--- src/rtl/step_ramp_gen.sv ---
// Step pulse generator with trapezoidal interval ramp: accelerates from START_PERIOD
// to MIN_PERIOD, cruises, then decelerates symmetrically before the move ends.
module step_ramp_gen #(
  parameter int START_PERIOD = 2700000,
  parameter int MIN_PERIOD   = 270000,
  parameter int PERIOD_STEP  = 270000
) (
  input  logic        clk,
  input  logic        reset,
  input  logic        cmd_valid,
  output logic        cmd_ready,
  input  logic [15:0] cmd_steps,
  input  logic        cmd_dir,
  input  logic        abort,
  output logic        rotate_pulse,
  output logic        direction,
  output logic        busy,
  output logic        done,
  output logic [15:0] steps_remaining
);

  localparam int PW = $clog2(START_PERIOD + 1);

  localparam logic [1:0] S_IDLE   = 2'd0;
  localparam logic [1:0] S_ACCEL  = 2'd1;
  localparam logic [1:0] S_CRUISE = 2'd2;
  localparam logic [1:0] S_DECEL  = 2'd3;

  logic [1:0]    state_reg, state_next;
  logic [PW-1:0] cnt_reg, cnt_next;
  logic [PW-1:0] period_reg, period_next;
  logic [15:0]   ramp_reg, ramp_next;
  logic [15:0]   steps_reg, steps_next;
  logic          pulse_reg, pulse_next;
  logic          dir_reg, dir_next;
  logic          done_reg, done_next;
  logic          busy_reg, busy_next;
  logic          ready_reg, ready_next;

  logic          fire;
  logic [31:0]   period_wide;
  logic [PW-1:0] period_dn, period_up;
  logic [15:0]   steps_dec, steps_new;

  // Saturating interval arithmetic done in 32 bits so neither direction can wrap.
  assign period_wide = 32'(period_reg);
  assign period_dn = (period_wide > 32'(MIN_PERIOD + PERIOD_STEP)) ?
                     PW'(period_wide - 32'(PERIOD_STEP)) : PW'(MIN_PERIOD);
  assign period_up = (period_wide + 32'(PERIOD_STEP) < 32'(START_PERIOD)) ?
                     PW'(period_wide + 32'(PERIOD_STEP)) : PW'(START_PERIOD);

  assign fire      = (state_reg != S_IDLE) && (cnt_reg == period_reg - PW'(1));
  assign steps_dec = steps_reg - 16'd1;

  always_comb begin
    state_next  = state_reg;
    cnt_next    = cnt_reg;
    period_next = period_reg;
    ramp_next   = ramp_reg;
    steps_next  = steps_reg;
    pulse_next  = pulse_reg;
    dir_next    = dir_reg;
    done_next   = 1'b0;
    steps_new   = steps_dec;

    if (state_reg == S_IDLE) begin
      if (cmd_valid && ready_reg) begin
        steps_next  = cmd_steps;
        dir_next    = cmd_dir;
        cnt_next    = '0;
        ramp_next   = '0;
        period_next = PW'(START_PERIOD);
        if (cmd_steps == 16'd0) begin
          done_next = 1'b1;
        end else begin
          state_next = S_ACCEL;
        end
      end
    end else if (fire) begin
      pulse_next = ~pulse_reg;
      cnt_next   = '0;
      if (state_reg == S_ACCEL) begin
        ramp_next   = ramp_reg + 16'd1;
        period_next = period_dn;
        if (period_dn == PW'(MIN_PERIOD)) begin
          state_next = S_CRUISE;
        end
      end else if (state_reg == S_DECEL) begin
        period_next = period_up;
      end
      // A coincident abort clamps the already-decremented count, so the decel
      // check below sees the clamped value on this same edge.
      if (abort && state_reg != S_DECEL && steps_dec > ramp_next) begin
        steps_new = ramp_next;
      end
      steps_next = steps_new;
      if (state_reg != S_DECEL && steps_new <= ramp_next) begin
        state_next  = S_DECEL;
        period_next = period_up;
      end
      if (steps_new == 16'd0) begin
        state_next = S_IDLE;
        done_next  = 1'b1;
      end
    end else begin
      cnt_next = cnt_reg + PW'(1);
      if (abort && state_reg != S_DECEL) begin
        if (ramp_reg == 16'd0) begin
          state_next = S_IDLE;
          done_next  = 1'b1;
          steps_next = '0;
          cnt_next   = '0;
        end else if (steps_reg > ramp_reg) begin
          steps_next = ramp_reg;
        end
      end
    end

    busy_next  = (state_next != S_IDLE);
    ready_next = (state_next == S_IDLE);
  end

  always_ff @(posedge clk) begin
    if (reset) begin
      state_reg  <= S_IDLE;
      cnt_reg    <= '0;
      period_reg <= '0;
      ramp_reg   <= '0;
      steps_reg  <= '0;
      pulse_reg  <= 1'b0;
      dir_reg    <= 1'b0;
      done_reg   <= 1'b0;
      busy_reg   <= 1'b0;
      ready_reg  <= 1'b1;
    end else begin
      state_reg  <= state_next;
      cnt_reg    <= cnt_next;
      period_reg <= period_next;
      ramp_reg   <= ramp_next;
      steps_reg  <= steps_next;
      pulse_reg  <= pulse_next;
      dir_reg    <= dir_next;
      done_reg   <= done_next;
      busy_reg   <= busy_next;
      ready_reg  <= ready_next;
    end
  end

  assign cmd_ready       = ready_reg;
  assign rotate_pulse    = pulse_reg;
  assign direction       = dir_reg;
  assign busy            = busy_reg;
  assign done            = done_reg;
  assign steps_remaining = steps_reg;

endmodule

--- config.mk ---
export PLATFORM = sky130hd
export DESIGN_NAME = step_ramp_gen
export DESIGN_NICKNAME = d
export VERILOG_FILES = /design/src/rtl/step_ramp_gen.sv
export SDC_FILE = /design/constraint.sdc
export NUM_CORES = 1
export LEC_CHECK = 0
export CORE_MARGIN = 4
export CORE_UTILIZATION = 60
export CTS_BUF_LIST = sky130_fd_sc_hd__clkbuf_8
export CTS_CLUSTER_SIZE = 14
export DETAILED_ROUTE_END_ITERATION = 7
export MAX_ROUTING_LAYER = met4
export PLACE_DENSITY = 0.8
export REMOVE_ABC_BUFFERS = 1
export SETUP_SLACK_MARGIN = 0.15
export SLEW_MARGIN = 30
export SYNTH_ARGS = -nofsm -noshare
export SYNTH_HDL_FRONTEND = slang
export SYNTH_SLANG_ARGS = --single-unit
--- constraint.sdc ---
create_clock -name clk -period 7.95 [get_ports clk]
set_clock_uncertainty 0.1 [all_clocks]
set_input_delay 0.795 -clock clk [delete_from_list [all_inputs] [get_ports clk]]
set_output_delay 0.795 -clock clk [all_outputs]
set_load 0.02 [all_outputs]
== Word level (Yosys, flattened, before mapping) ==
Cells that the tools add are included.

* Add/subtract/negate cells: 6
* Magnitude comparators: 5
* Eq/ne operators: 6
* Mux-type cells: 45
* Bitwise logic cells: 2
* Reductions and logical operators: 21

{| class="wikitable"
|+ Operators with widths
! operator !! count
|-
| 2-to-1 mux 22 bit || 13
|-
| 2-to-1 mux 16 bit || 15
|-
| zero test 16 bit || 3
|-
| > comparator 16 bit || 2
|-
| < comparator 32 x 22 -> 1 bit, second input constant || 1
|-
| adder 22 x 19 -> 23 bit, second input constant || 1
|-
| adder 22 x 1 -> 22 bit, second input constant || 1
|-
| equality test 22 x 19 -> 1 bit, second input constant || 1
|-
| equality test 22 bit || 1
|-
| > comparator 22 x 20 -> 1 bit, second input constant || 1
|-
| subtractor 22 x 1 -> 22 bit, second input constant || 1
|-
| subtractor 22 x 19 -> 22 bit, second input constant || 1
|-
| 2-to-1 mux 2 bit || 10
|-
| adder 16 x 1 -> 16 bit, second input constant || 1
|-
| <= comparator 16 bit || 1
|-
| subtractor 16 x 1 -> 16 bit, second input constant || 1
|-
| nonzero test 4 bit || 2
|-
| 2-to-1 mux 1 bit || 7
|-
| AND reduction 2 bit || 3
|-
| AND reduction 3 bit || 2
|-
| nonzero test 2 bit || 3
|-
| logical AND 1 bit || 5
|-
| zero test 2 bit || 2
|-
| nonzero test 3 bit || 1
|-
| 5 further kinds || 6
|}

* Flip-flop bits (word level): 83
* Input bits: 21
* Output and inout port bits: 21
* Logic and storage cells: 95

== Depth between registers and ports, before layout ==
Gate-level depths: netlist of the first run.

* Depth after elaboration: 17
* Mapped depth: 26
* Mapped depth without buffers: 23

== Worst setup path after synthesis of the first run ==
Ideal clock, no wire load.

* Path type: reg2reg
* Start point: reg steps_reg[7], in the netlist steps_remaining[7]
* End point: reg period_reg[10]
* Library setup time: 0.122 ns
* Arrival: 5.858 ns
* Required time: 7.728 ns
* Slack: 1.871 ns
* Stages on the path, launching flop included: 25
* Path buffers: 4
* Clock period less this slack: 6.079 ns
* Cells stage by stage: dfxtp_1 -> clkbuf_1 -> nor4_1 -> nand4_1 -> or4_1 -> xnor2_1 -> ha_1 -> nand4_1 -> or4_1 -> a21o_1 -> o211ai_1 -> and2_1 -> clkbuf_1 -> clkbuf_1 -> a21oi_1 -> ha_1 -> a21o_1 -> a21o_1 -> a211oi_1 -> a21o_1 -> or2_2 -> buf_1 -> a21oi_1 -> a31o_2 -> a221o_1

* Cells in the longest elaborated chain, start to end: 11
* Elaborated cells between the ends (all ways): 13
* Those cells by class: add/sub (1); order compare (2); mux (6); reduce/logical (4)

{| class="wikitable"
|+ Ends and longest elaborated chain
! what !! RTL line !! source
|-
| from (decl) || 33 || <nowiki>logic [15:0] steps_reg, steps_next;</nowiki>
|-
| from (signal assigned) || 140 || <nowiki>steps_reg <= steps_next;</nowiki>
|-
| subtractor 16 x 1 -> 16 bit * || 53 || <nowiki>assign steps_dec = steps_reg - 16'd1;</nowiki>
|-
| > comparator 16 bit || 93 || <nowiki>if (abort && state_reg != S_DECEL && steps_dec > ramp_next) begin</nowiki>
|-
| logical AND 1 bit || 93 ||
|-
| 2-to-1 mux 16 bit * || 93 ||
|-
| 2-to-1 mux 16 bit * || 79 || <nowiki>end else if (fire) begin</nowiki>
|-
| 2-to-1 mux 16 bit * || 66 || <nowiki>if (state_reg == S_IDLE) begin</nowiki>
|-
| <= comparator 16 bit * || 97 || <nowiki>if (state_reg != S_DECEL && steps_new <= ramp_next) begin</nowiki>
|-
| logical AND 1 bit * || 97 ||
|-
| 2-to-1 mux 22 bit || 97 ||
|-
| 2-to-1 mux 22 bit || 79 ||
|-
| 2-to-1 mux 22 bit || 66 ||
|-
| to (signal assigned) || 138 || <nowiki>period_reg <= period_next;</nowiki>
|-
| to (decl) || 31 || <nowiki>logic [PW-1:0] period_reg, period_next;</nowiki>
|}

Mark *: on every way between the ends. The rest lies on a longest branch, timed or not. The select of a mux whose other input is x is not followed.
A chain may end at the register's enable or synchronous reset.

== Final worst setup path of the first run ==
* Start point: reg ramp_reg[0]
* End point: reg period_reg[10]

* Cells in the longest elaborated chain, start to end: 14
* Elaborated cells between the ends (all ways): 16
* Those cells by class: add/sub (1); order compare (2); mux (9); reduce/logical (4)

{| class="wikitable"
|+ Ends and longest elaborated chain
! what !! RTL line !! source
|-
| from (decl) || 32 || <nowiki>logic [15:0] ramp_reg, ramp_next;</nowiki>
|-
| from (signal assigned) || 139 || <nowiki>ramp_reg <= ramp_next;</nowiki>
|-
| adder 16 x 1 -> 16 bit || 83 || <nowiki>ramp_next = ramp_reg + 16'd1;</nowiki>
|-
| 2-to-1 mux 16 bit * || 82 || <nowiki>if (state_reg == S_ACCEL) begin</nowiki>
|-
| 2-to-1 mux 16 bit * || 79 ||
|-
| 2-to-1 mux 16 bit * || 66 ||
|-
| > comparator 16 bit || 93 ||
|-
| logical AND 1 bit || 93 ||
|-
| 2-to-1 mux 16 bit || 93 ||
|-
| 2-to-1 mux 16 bit || 79 ||
|-
| 2-to-1 mux 16 bit || 66 ||
|-
| <= comparator 16 bit * || 97 ||
|-
| logical AND 1 bit * || 97 ||
|-
| 2-to-1 mux 22 bit || 97 ||
|-
| 2-to-1 mux 22 bit || 79 ||
|-
| 2-to-1 mux 22 bit || 66 ||
|}

Marked as above.

==> out/metrics.cfg, run 1 <==
[sta]
post-route-min-period_ns = 7.28
hold_violations = 0
setup_viol = 0
finalCritPeriodShare = 0.915
tightest_slew_ns = 1.00
slew_violations = 0
max-slew-margin-rel = 0.326
rsz0062_at_grt = false
setup_tns_ns = 0
fmax_mhz = 137

[status]
status = finished, final reports clean

[grt]
grt_antenna_before_repair = 0
grt_pass1_wl_um = 44600
grt_pass1_vias = 8198
grt.total_usage = 0.351
grt_max_degree = 56
grt_remaining_overflow = 0

[yosys]
synthesis.area_sq_um = 8400
synth_seq_cells = 83
async_reset_ff_frac = 0
synth_top_family_by_area = compound AO/OA/AOI/OAI gates
yosysWarnings = 0
syn_area_per_cell_sq_um = 7.43
synth_ff_type = dfxtp_1
synth-edff-count = 0
synth_adder_area_share = 0.0849
synth_seq_area_share = 0.198
ys_top_cells_by_area = dfxtp_1 20%, ha_1 8.5%, a21oi_1 7.4%, xnor2_1 4.6%, nor2_1 3.5%
yosys.area_share.simple = 0.272
netlist_top_cells_count = 125 x a21oi_1, 83 x dfxtp_1, 79 x nor2_1
syn_inst = 1130
ys_types = 87
synth_top_area_frac = 0.198
synth-compound-area-share = 0.291
synth_top_area_cell = dfxtp_1
muxShareOfSynthArea = 0.0252
synth.most_common_cell = a21oi_1
synth-xor-area-share = 0.0718

[worst_setup_path]
path_max_fanout = 19
criticalPathCategory = flop to flop
setup.worst_path.start_class = flop
crit_arrival_ns = 7.45
setup.worst_path.end_class = flop
worstPathRequired_ns = 8.13

[clocking]
cts_tree = yes
cts-resized-gates = 0
cts_max_level = 3
cts_made_buffers = 9
cts_setup_buffers = 0
cts.sinks = 83
clock_path_buffers = 2
cts_root_buf = clkbuf_8
clkTransAtPathRegs_ns = 0.10
cts.hold.buffers_added = 0
clk_latency_ns = 0.40

[job]
maxCapViolations = 0

[route]
num_vias = 9069
drc = 0
vias_per_cell = 6.99
drtAntennaViolNets = 0
post_drt_wl_per_cell_um = 21.5
drt_wl_total_um = 27800
dr.pass1.iters = 6
first_iter_violations = 1246

[finish]
finalNetCount = 1194
diodes = 0
finalInstanceArea_sq_um = 9030
area_delta_synth_final_pct = 7.49
drive_gt1_frac = 0.0517

[power]
vdd_drop_max_mv = 0.112
cellPowerDensity_nw_per_um2 = 186
total_power_mw = 1.68
p_leak_nw = 3.41

[floorplan]
die_height_um = 126
dieWidth_um = 126
core_sq_um = 13500
start_util = 0.624
io_pins = 42
rows = 42
fp.dieArea_sq_um = 16000

[place]
dp_hpwl_um = 20800
dpl-instance-area_sq_um = 8800
port_buffers = 41
gp_congestion = 1.03

[hold_path]
hp-class = flop to flop

[per-layer routing]
layer / GRT usage / up-vias / share of wire
li1: - / 4256 / -
met1: 0.524 / 4241 / 0.45
met2: 0.476 / 521 / 0.41
met3: 0.0824 / 51 / 0.13
met4: 0.0826 / 0 / 0.015
met5: - / - / 0
[through the flow]
stage / util / worst slack (ns) / cells / hold slack [ns]
CTS: 0.671 / 0.903 / 1297 / 0.366
floorplan: - / 1.46 / 1052 / 0.362
global placement: 0.654 / 1.25 / 1281 / 0.343
detailed placement: 0.654 / 1.02 / 1281 / 0.353
finish: 0.671 / 0.674 / 1297 / 0.363
global route: 0.671 / 0.279 / 1297 / 0.406
[power breakdown]
group | switching (mW) | internal (mW)
clock network | 0.174 | 0.186
logic | 0.499 | 0.330
registers | 0.0576 | 0.434
[final timing paths]
| path | start | end | slack [ns] | depth (start not counted) |
|---|---|---|---|---|
| worst max-delay path | ramp_reg[0] | period_reg[10] | 0.67 | 21 |
| worst min register to register | direction | direction | 0.36 | 2 |
| worst max register to register | ramp_reg[0] | period_reg[10] | 0.67 | 21 |
| worst min-delay path | direction | direction | 0.36 | 2 |
[layout make-up]
cell class                      instances  area (sq um)
Clock inverter                          6          88.8
Fill cell                            1210          4430
Inverter                               44           165
Timing Repair Buffer                   53           495
Multi-Input combinational cell        925          6260
Clock buffer                           10           138
Sequential cell                        83          1660
Tap cell                              176           220
[worst max-delay path, stage by stage, from the launching register on]
cell,delay (ns)
dfxtp_1,0.52
ha_1,0.22
and4b_1,0.36
nand3_1,0.34
or4_1,0.53
xnor2_1,0.49
ha_1,0.36
nand4_1,0.13
or4_1,0.14
o21a_1,0.46
and2_1,0.70
a21oi_1,0.21
ha_1,0.36
nor2b_1,0.15
o211ai_1,0.10
a21oi_1,0.14
o21ai_0,0.17
a21o_1,0.23
o21ai_1,0.53
nor2_1,0.27
a31o_2,0.30
a221o_1,0.33
[logic make-up after synthesis]
group           after synthesis
simple gates                423
xor+xnor                     68
fa+ha+maj                    57
mux                          21
buf+inv                     122
flops                        83
compound gates              356
[layout by cell type, fill, tap and decap left out, types with 14 or more instances in the layout]
master / instances
and2_1: 14
nand3_1: 41
nor2_1: 79
o211ai_1: 18
xnor2_1: 44
or3_1: 17
o21ai_0: 42
a22o_1: 17
ha_1: 57
nand2_1: 74
clkdlybuf4s50_1: 40
inv_1: 44
nor3_1: 43
xor2_1: 23
a211oi_1: 14
dfxtp_1: 83
nor4_1: 26
a21oi_1: 124
mux2i_1: 20
nand4_1: 34
a21o_1: 28
and3_1: 24
Note: power is estimated with default switching activity, not from simulation.
==> inputs of run 2 (changes only) <==
Settings changed: PLACE_DENSITY 0.8 to not set, PLACE_DENSITY_LB_ADDON set to 0.1.
==> run 2 against run 1 <==
  * Wire length is 1.1% lower
  * Cell count stayed put
  * Core utilization is 0.33 points lower
  * Worst hold slack better by 0.013 ns
  * Setup slack better by 0.11 ns
  * Largest cell class unchanged
==> out/metrics.cfg, run 2 (synthesis gave the netlist of run 1 again) <==
[sta]
layout_setup_ws_ns = 0.787  ; was 0.674 ns
post-route-min-period_ns = 7.16  ; was 7.28 ns
max-slew-margin-rel = 0.369  ; was 0.326
rsz0062_at_grt = false  ; unchanged
fmax_mhz = 140  ; was 137 MHz
slew_violations = 0  ; unchanged
hold_violations = 0  ; unchanged
setup_tns_ns = 0  ; unchanged
fin_hold_ws_ns = 0.376  ; was 0.363 ns
setup_viol = 0  ; unchanged
tightest_slew_ns = 0.939  ; was 1.00 ns
finalCritPeriodShare = 0.901  ; was 0.915

[worst_setup_path]
critPathTopFamily = compound AO/OA/AOI/OAI gates  ; was simple AND/OR/NAND/NOR gates
critical-path-max-stage-delay_ns = 0.67  ; was 0.70 ns
worstPathRequired_ns = 8.13  ; about the same
path_max_fanout = 19  ; unchanged
crit_arrival_ns = 7.35  ; was 7.45 ns
cp_common_cell = ha_1  ; unchanged
setup.worst_path.start_class = flop  ; unchanged
crit_chain = ha_1, and4b_1, nand3_1, or4_1, xnor2_1, ha_1, nand4_1, or4_1, o21a_1, and2_1, a21oi_1, ha_1, nor2b_1, o211ai_1, a21oi_1, o21ai_0, a21o_1, o21ai_1, nor2_1, a31o_2, a221o_1  ; unchanged
setup.worst_path.end_class = flop  ; unchanged
cp_num_buf_inv = 0  ; unchanged
crit_slowest_cell = and2_1  ; unchanged
criticalPathCategory = flop to flop  ; unchanged

[route]
post_drt_wl_per_cell_um = 21.2  ; was 21.5 um
drtAntennaViolNets = 0  ; unchanged
vias_per_cell = 7.01  ; was 6.99
num_vias = 9087  ; was 9069
drt_wl_total_um = 27500  ; was 27800 um
dr.pass1.iters = 6  ; unchanged
first_iter_violations = 1170  ; was 1246
drc = 0  ; unchanged

[job]
maxCapViolations = 0  ; unchanged

[finish]
area_delta_synth_final_pct = 6.97  ; was 7.49%
final_cell_mix = 125 x a21oi_1, 83 x dfxtp_1, 79 x nor2_1  ; was 124 x a21oi_1, 83 x dfxtp_1, 79 x nor2_1
fill_cells = 1246  ; was 1210
finalInstanceArea_sq_um = 8980  ; was 9030 sq um
layout_commonest_cell = a21oi_1  ; unchanged
drive_gt1_frac = 0.0526  ; was 0.0517
diodes = 0  ; unchanged
final_util = 0.668  ; was 0.671
finalNetCount = 1195  ; was 1194
stdcell_count = 1297  ; unchanged

[clocking]
clkTransAtPathRegs_ns = 0.11  ; was 0.10 ns
cts-resized-gates = 0  ; unchanged
cts.sinks = 83  ; unchanged
cts_setup_buffers = 0  ; unchanged
cts_tree = yes  ; unchanged
cts_root_buf = clkbuf_8  ; unchanged
cts_made_buffers = 9  ; unchanged
cts.hold.buffers_added = 0  ; unchanged
clk_latency_ns = 0.38  ; was 0.40 ns
clock_path_buffers = 2  ; unchanged
cts_max_level = 3  ; unchanged

[hold_path]
hp-class = flop to flop  ; unchanged

[grt]
grt_max_degree = 56  ; unchanged
grt_remaining_overflow = 0  ; unchanged
grt.total_usage = 0.349  ; was 0.351
grt_pass1_wl_um = 44200  ; was 44600 um
grt_antenna_before_repair = 0  ; unchanged
grt_pass1_vias = 8193  ; was 8198

[place]
gp_congestion = 0.997  ; was 1.03
place_ws_ns = 1.05  ; was 1.02 ns
dpl-instance-area_sq_um = 8800  ; about the same
dp_hpwl_um = 20900  ; was 20800 um
port_buffers = 41  ; unchanged
place_inst = 1282  ; was 1281

[power]
cellPowerDensity_nw_per_um2 = 180  ; was 186 nW/um^2
p_leak_nw = 3.38  ; was 3.41 nW
total_power_mw = 1.62  ; was 1.68 mW
vdd_drop_max_mv = 0.114  ; was 0.112 mV

[floorplan]
die_height_um = 126  ; unchanged
start_util = 0.624  ; unchanged
fp.dieArea_sq_um = 16000  ; unchanged
io_pins = 42  ; unchanged
core_sq_um = 13500  ; unchanged
dieWidth_um = 126  ; unchanged
rows = 42  ; unchanged

[status]
status = finished, final reports clean  ; unchanged

-- run 2: changes by cell type in the layout (fill, tap and decap cells not counted), sizes merged --
cell,delta
bufinv,-2
clkinvlp,+1
clkinv,+1
clkbuf,-1
buf,+1
-- run 2: power breakdown --
group / internal, mW / switching (mW)
Sequential: 0.434 / 0.0524
Combinational: 0.329 / 0.505
Clock: 0.115 / 0.182
-- run 2: routing by layer --
metal / vias to the layer above / global-route usage / part of all wire
met2: 545 / 0.466 / 0.40
met3: 43 / 0.0912 / 0.12
met4: 0 / 0.0883 / 0.019
li1: 4266 / - / -
met1: 4233 / 0.519 / 0.46
met5: - / - / 0
-- run 2: final timing paths --
check | end | startpoint | cells past startpoint | slack, ns
setup reg to reg | period_reg[10] | ramp_reg[0] | 21 | 0.79
setup / recovery | period_reg[10] | ramp_reg[0] | 21 | 0.79
hold reg to reg | direction | direction | 2 | 0.38
hold / removal | direction | direction | 2 | 0.38
-- run 2: layout make-up --
cell class	instances	area [sq um]	area share
inverters	44	165	0.0184
repair buffers	54	503	0.0560
flip-flops and latches	83	1660	0.185
multi-input cells	925	6260	0.697
well taps	176	220	0.0245
clock buffers	9	124	0.0138
clock inverters	6	50.0	0.00557
-- run 2: worst reg2reg max path: stages, from the launching register on --
cell,delay (ns)
dfxtp_1,0.50
ha_1,0.24
and4b_1,0.30
nand3_1,0.33
or4_1,0.53
xnor2_1,0.44
ha_1,0.35
nand4_1,0.14
or4_1,0.15
o21a_1,0.45
and2_1,0.67
a21oi_1,0.22
ha_1,0.34
nor2b_1,0.13
o211ai_1,0.10
a21oi_1,0.13
o21ai_0,0.15
a21o_1,0.24
o21ai_1,0.62
nor2_1,0.30
a31o_2,0.31
a221o_1,0.34
==> inputs of run 3 (changes only) <==
Settings changed: CORE_ASPECT_RATIO set to 1.4, CORE_UTILIZATION 60 to 35.
==> run 3 against run 2 <==
  * Non-clock buffer count grew 7
  * Design area grew 3.0%
  * Critical path depth shrank 1
  * Sequential power is essentially flat
  * Global-route usage shrank 9.9 points
  * Core utilization shrank 27 points
  * Setup slack gained 0.054 ns
  * Register-to-register slack gained 0.05 ns
  * Sequential share of layout area shrank 0.55 points
  * Critical path type unchanged
  * Critical endpoint is now period_reg[12]
  * Largest cell class unchanged
  * Largest power group unchanged
  * Highest routed layer unchanged
==> out/metrics.cfg, run 3 (synthesis gave the netlist of run 1 again) <==
[clocking]
cts_max_level = 3  ; unchanged
cts.sinks = 83  ; unchanged
clk_latency_ns = 0.41  ; was 0.38 ns
cts.hold.buffers_added = 0  ; unchanged
cts_root_buf = clkbuf_8  ; unchanged
cts_made_buffers = 9  ; unchanged
clock_path_buffers = 2  ; unchanged
clkTransAtPathRegs_ns = 0.11  ; about the same
cts_setup_buffers = 0  ; unchanged
cts_tree = yes  ; unchanged
cts-resized-gates = 0  ; unchanged

[worst_setup_path]
reg2reg_from = ramp_reg[0]  ; unchanged
worstPathRequired_ns = 8.15  ; was 8.13 ns
critical-path-max-stage-delay_ns = 0.59  ; was 0.67 ns
timing.rr.end = period_reg[12]  ; was period_reg[10]
crit_chain = ha_1, and4b_1, nand3_1, or4_1, xnor2_1, ha_1, nand4_1, or4_1, o21a_1, and2_2, a21oi_1, ha_1, a21o_1, a21o_1, a211oi_1, a21o_1, o21ai_1, nor2_1, nand4_1, o221a_1  ; was ha_1, and4b_1, nand3_1, or4_1, xnor2_1, ha_1, nand4_1, or4_1, o21a_1, and2_1, a21oi_1, ha_1, nor2b_1, o211ai_1, a21oi_1, o21ai_0, a21o_1, o21ai_1, nor2_1, a31o_2, a221o_1
path_max_fanout = 19  ; unchanged
setup.worst_path.start_class = flop  ; unchanged
setup.worst_path.end_class = flop  ; unchanged
cp.depth = 20  ; was 21
crit_slowest_cell = a211oi_1  ; was and2_1
critPathTopFamily = simple AND/OR/NAND/NOR gates  ; was compound AO/OA/AOI/OAI gates
cp_num_buf_inv = 0  ; unchanged
crit_arrival_ns = 7.31  ; was 7.35 ns
crit_path_end = period_reg[12]  ; was period_reg[10]
rr_worst_depth = 20  ; was 21
rrSetupSlack_ns = 0.84  ; was 0.79 ns
crit_start = ramp_reg[0]  ; unchanged
criticalPathCategory = flop to flop  ; unchanged

[floorplan]
dieWidth_um = 139  ; was 126 um
fp.dieArea_sq_um = 26600  ; was 16000 sq um
start_util = 0.358  ; was 0.624
rows = 66  ; was 42
io_pins = 42  ; unchanged
die_height_um = 191  ; was 126 um
core_sq_um = 23500  ; was 13500 sq um

[route]
post_drt_wl_per_cell_um = 22.6  ; was 21.2 um
num_vias = 8861  ; was 9087
dr.pass1.iters = 5  ; was 6
vias_per_cell = 6.17  ; was 7.01
drtAntennaViolNets = 0  ; unchanged
drc = 0  ; unchanged
drt_wl_total_um = 32500  ; was 27500 um
first_iter_violations = 639  ; was 1170

[sta]
layout_setup_ws_ns = 0.841  ; was 0.787 ns
setup_tns_ns = 0  ; unchanged
max-slew-margin-rel = 0.353  ; was 0.369
tightest_slew_ns = 0.969  ; was 0.939 ns
rsz0062_at_grt = false  ; unchanged
finalCritPeriodShare = 0.894  ; was 0.901
fmax_mhz = 141  ; was 140 MHz
hold_violations = 0  ; unchanged
slew_violations = 0  ; unchanged
setup_viol = 0  ; unchanged
post-route-min-period_ns = 7.11  ; was 7.16 ns
fin_hold_ws_ns = 0.362  ; was 0.376 ns

[place]
dp_hpwl_um = 25100  ; was 20900 um
port_buffers = 41  ; unchanged
place_ws_ns = 0.743  ; was 1.05 ns
gp_congestion = 0.953  ; was 0.997

[power]
cellPowerDensity_nw_per_um2 = 187  ; was 180 nW/um^2
p_leak_nw = 3.45  ; was 3.38 nW
vdd_drop_max_mv = 0.0732  ; was 0.114 mV

[finish]
layout_commonest_cell = a21oi_1  ; unchanged
diodes = 0  ; unchanged
final_cell_mix = 124 x a21oi_1, 83 x dfxtp_1, 79 x nor2_1  ; was 125 x a21oi_1, 83 x dfxtp_1, 79 x nor2_1
finalNetCount = 1202  ; was 1195
area_delta_synth_final_pct = 10.2  ; was 6.97%
drive_gt1_frac = 0.0611  ; was 0.0526

[grt]
grt.total_usage = 0.250  ; was 0.349
grt_pass1_vias = 8700  ; was 8193
grt_pass1_wl_um = 50700  ; was 44200 um
grt_antenna_before_repair = 0  ; unchanged
grt_remaining_overflow = 0  ; unchanged
grt_max_degree = 48  ; was 56

[job]
maxCapViolations = 0  ; unchanged

[hold_path]
hp-class = flop to flop  ; unchanged
hold_depth = 2  ; unchanged

[status]
status = finished, final reports clean  ; unchanged

==> run 3: tightest hold or removal path, delay by kind of cell (launching register included) <==
| kind | cells | cell delay (ns) |
|---|---|---|
| compound gates | 1 | 0.05 |
| flops | 1 | 0.32 |
| simple gates | 1 | 0.05 |
==> run 3: stage by stage <==
stage	area [sq um]	power [mW]	std cells	util
6_report	9260	1.73	1435	0.395
2_1_floorplan	8080	1.07	1052	-
3_3_place_gp	9020	1.35	1419	0.385
5_1_grt	9260	1.85	1435	0.395
4_1_cts	9250	1.73	1435	0.394
3_5_place_dp	9020	1.35	1419	0.385
==> run 3: worst min path at each step <==
stage	from	to	slack, ns
final	direction	direction	0.36
after global routing	direction	direction	0.41
after CTS	direction	direction	0.37
after detailed placement	direction	direction	0.36
after global placement	direction	direction	0.34
after floorplan	period_reg[1]	period_reg[1]	0.36
==> run 3: cell type report <==
cell class | instances | area, sq um
repair buffers | 61 | 556
fillers | 2522 | 14200
inverters | 44 | 165
clock inverters | 6 | 88.8
multi-input cells | 925 | 6260
flip-flops and latches | 83 | 1660
clock buffers | 10 | 138
well taps | 306 | 383
==> run 3: layer usage <==
layer | track usage | up-vias | routed length [um] | share of wire
li1 | - | 4260 | - | -
met4 | 0.144 | 0 | 2070 | 0.064
met3 | 0.0253 | 100 | 834 | 0.026
met2 | 0.451 | 239 | 16900 | 0.52
met1 | 0.265 | 4262 | 12600 | 0.39
met5 | - | - | 0 | 0
==> run 3: report_power, final <==
part,internal [mW],switching (mW),leakage (nW)
sequential,0.434,0.0555,0.675
clock,0.186,0.191,0.108
combinational,0.335,0.527,2.66
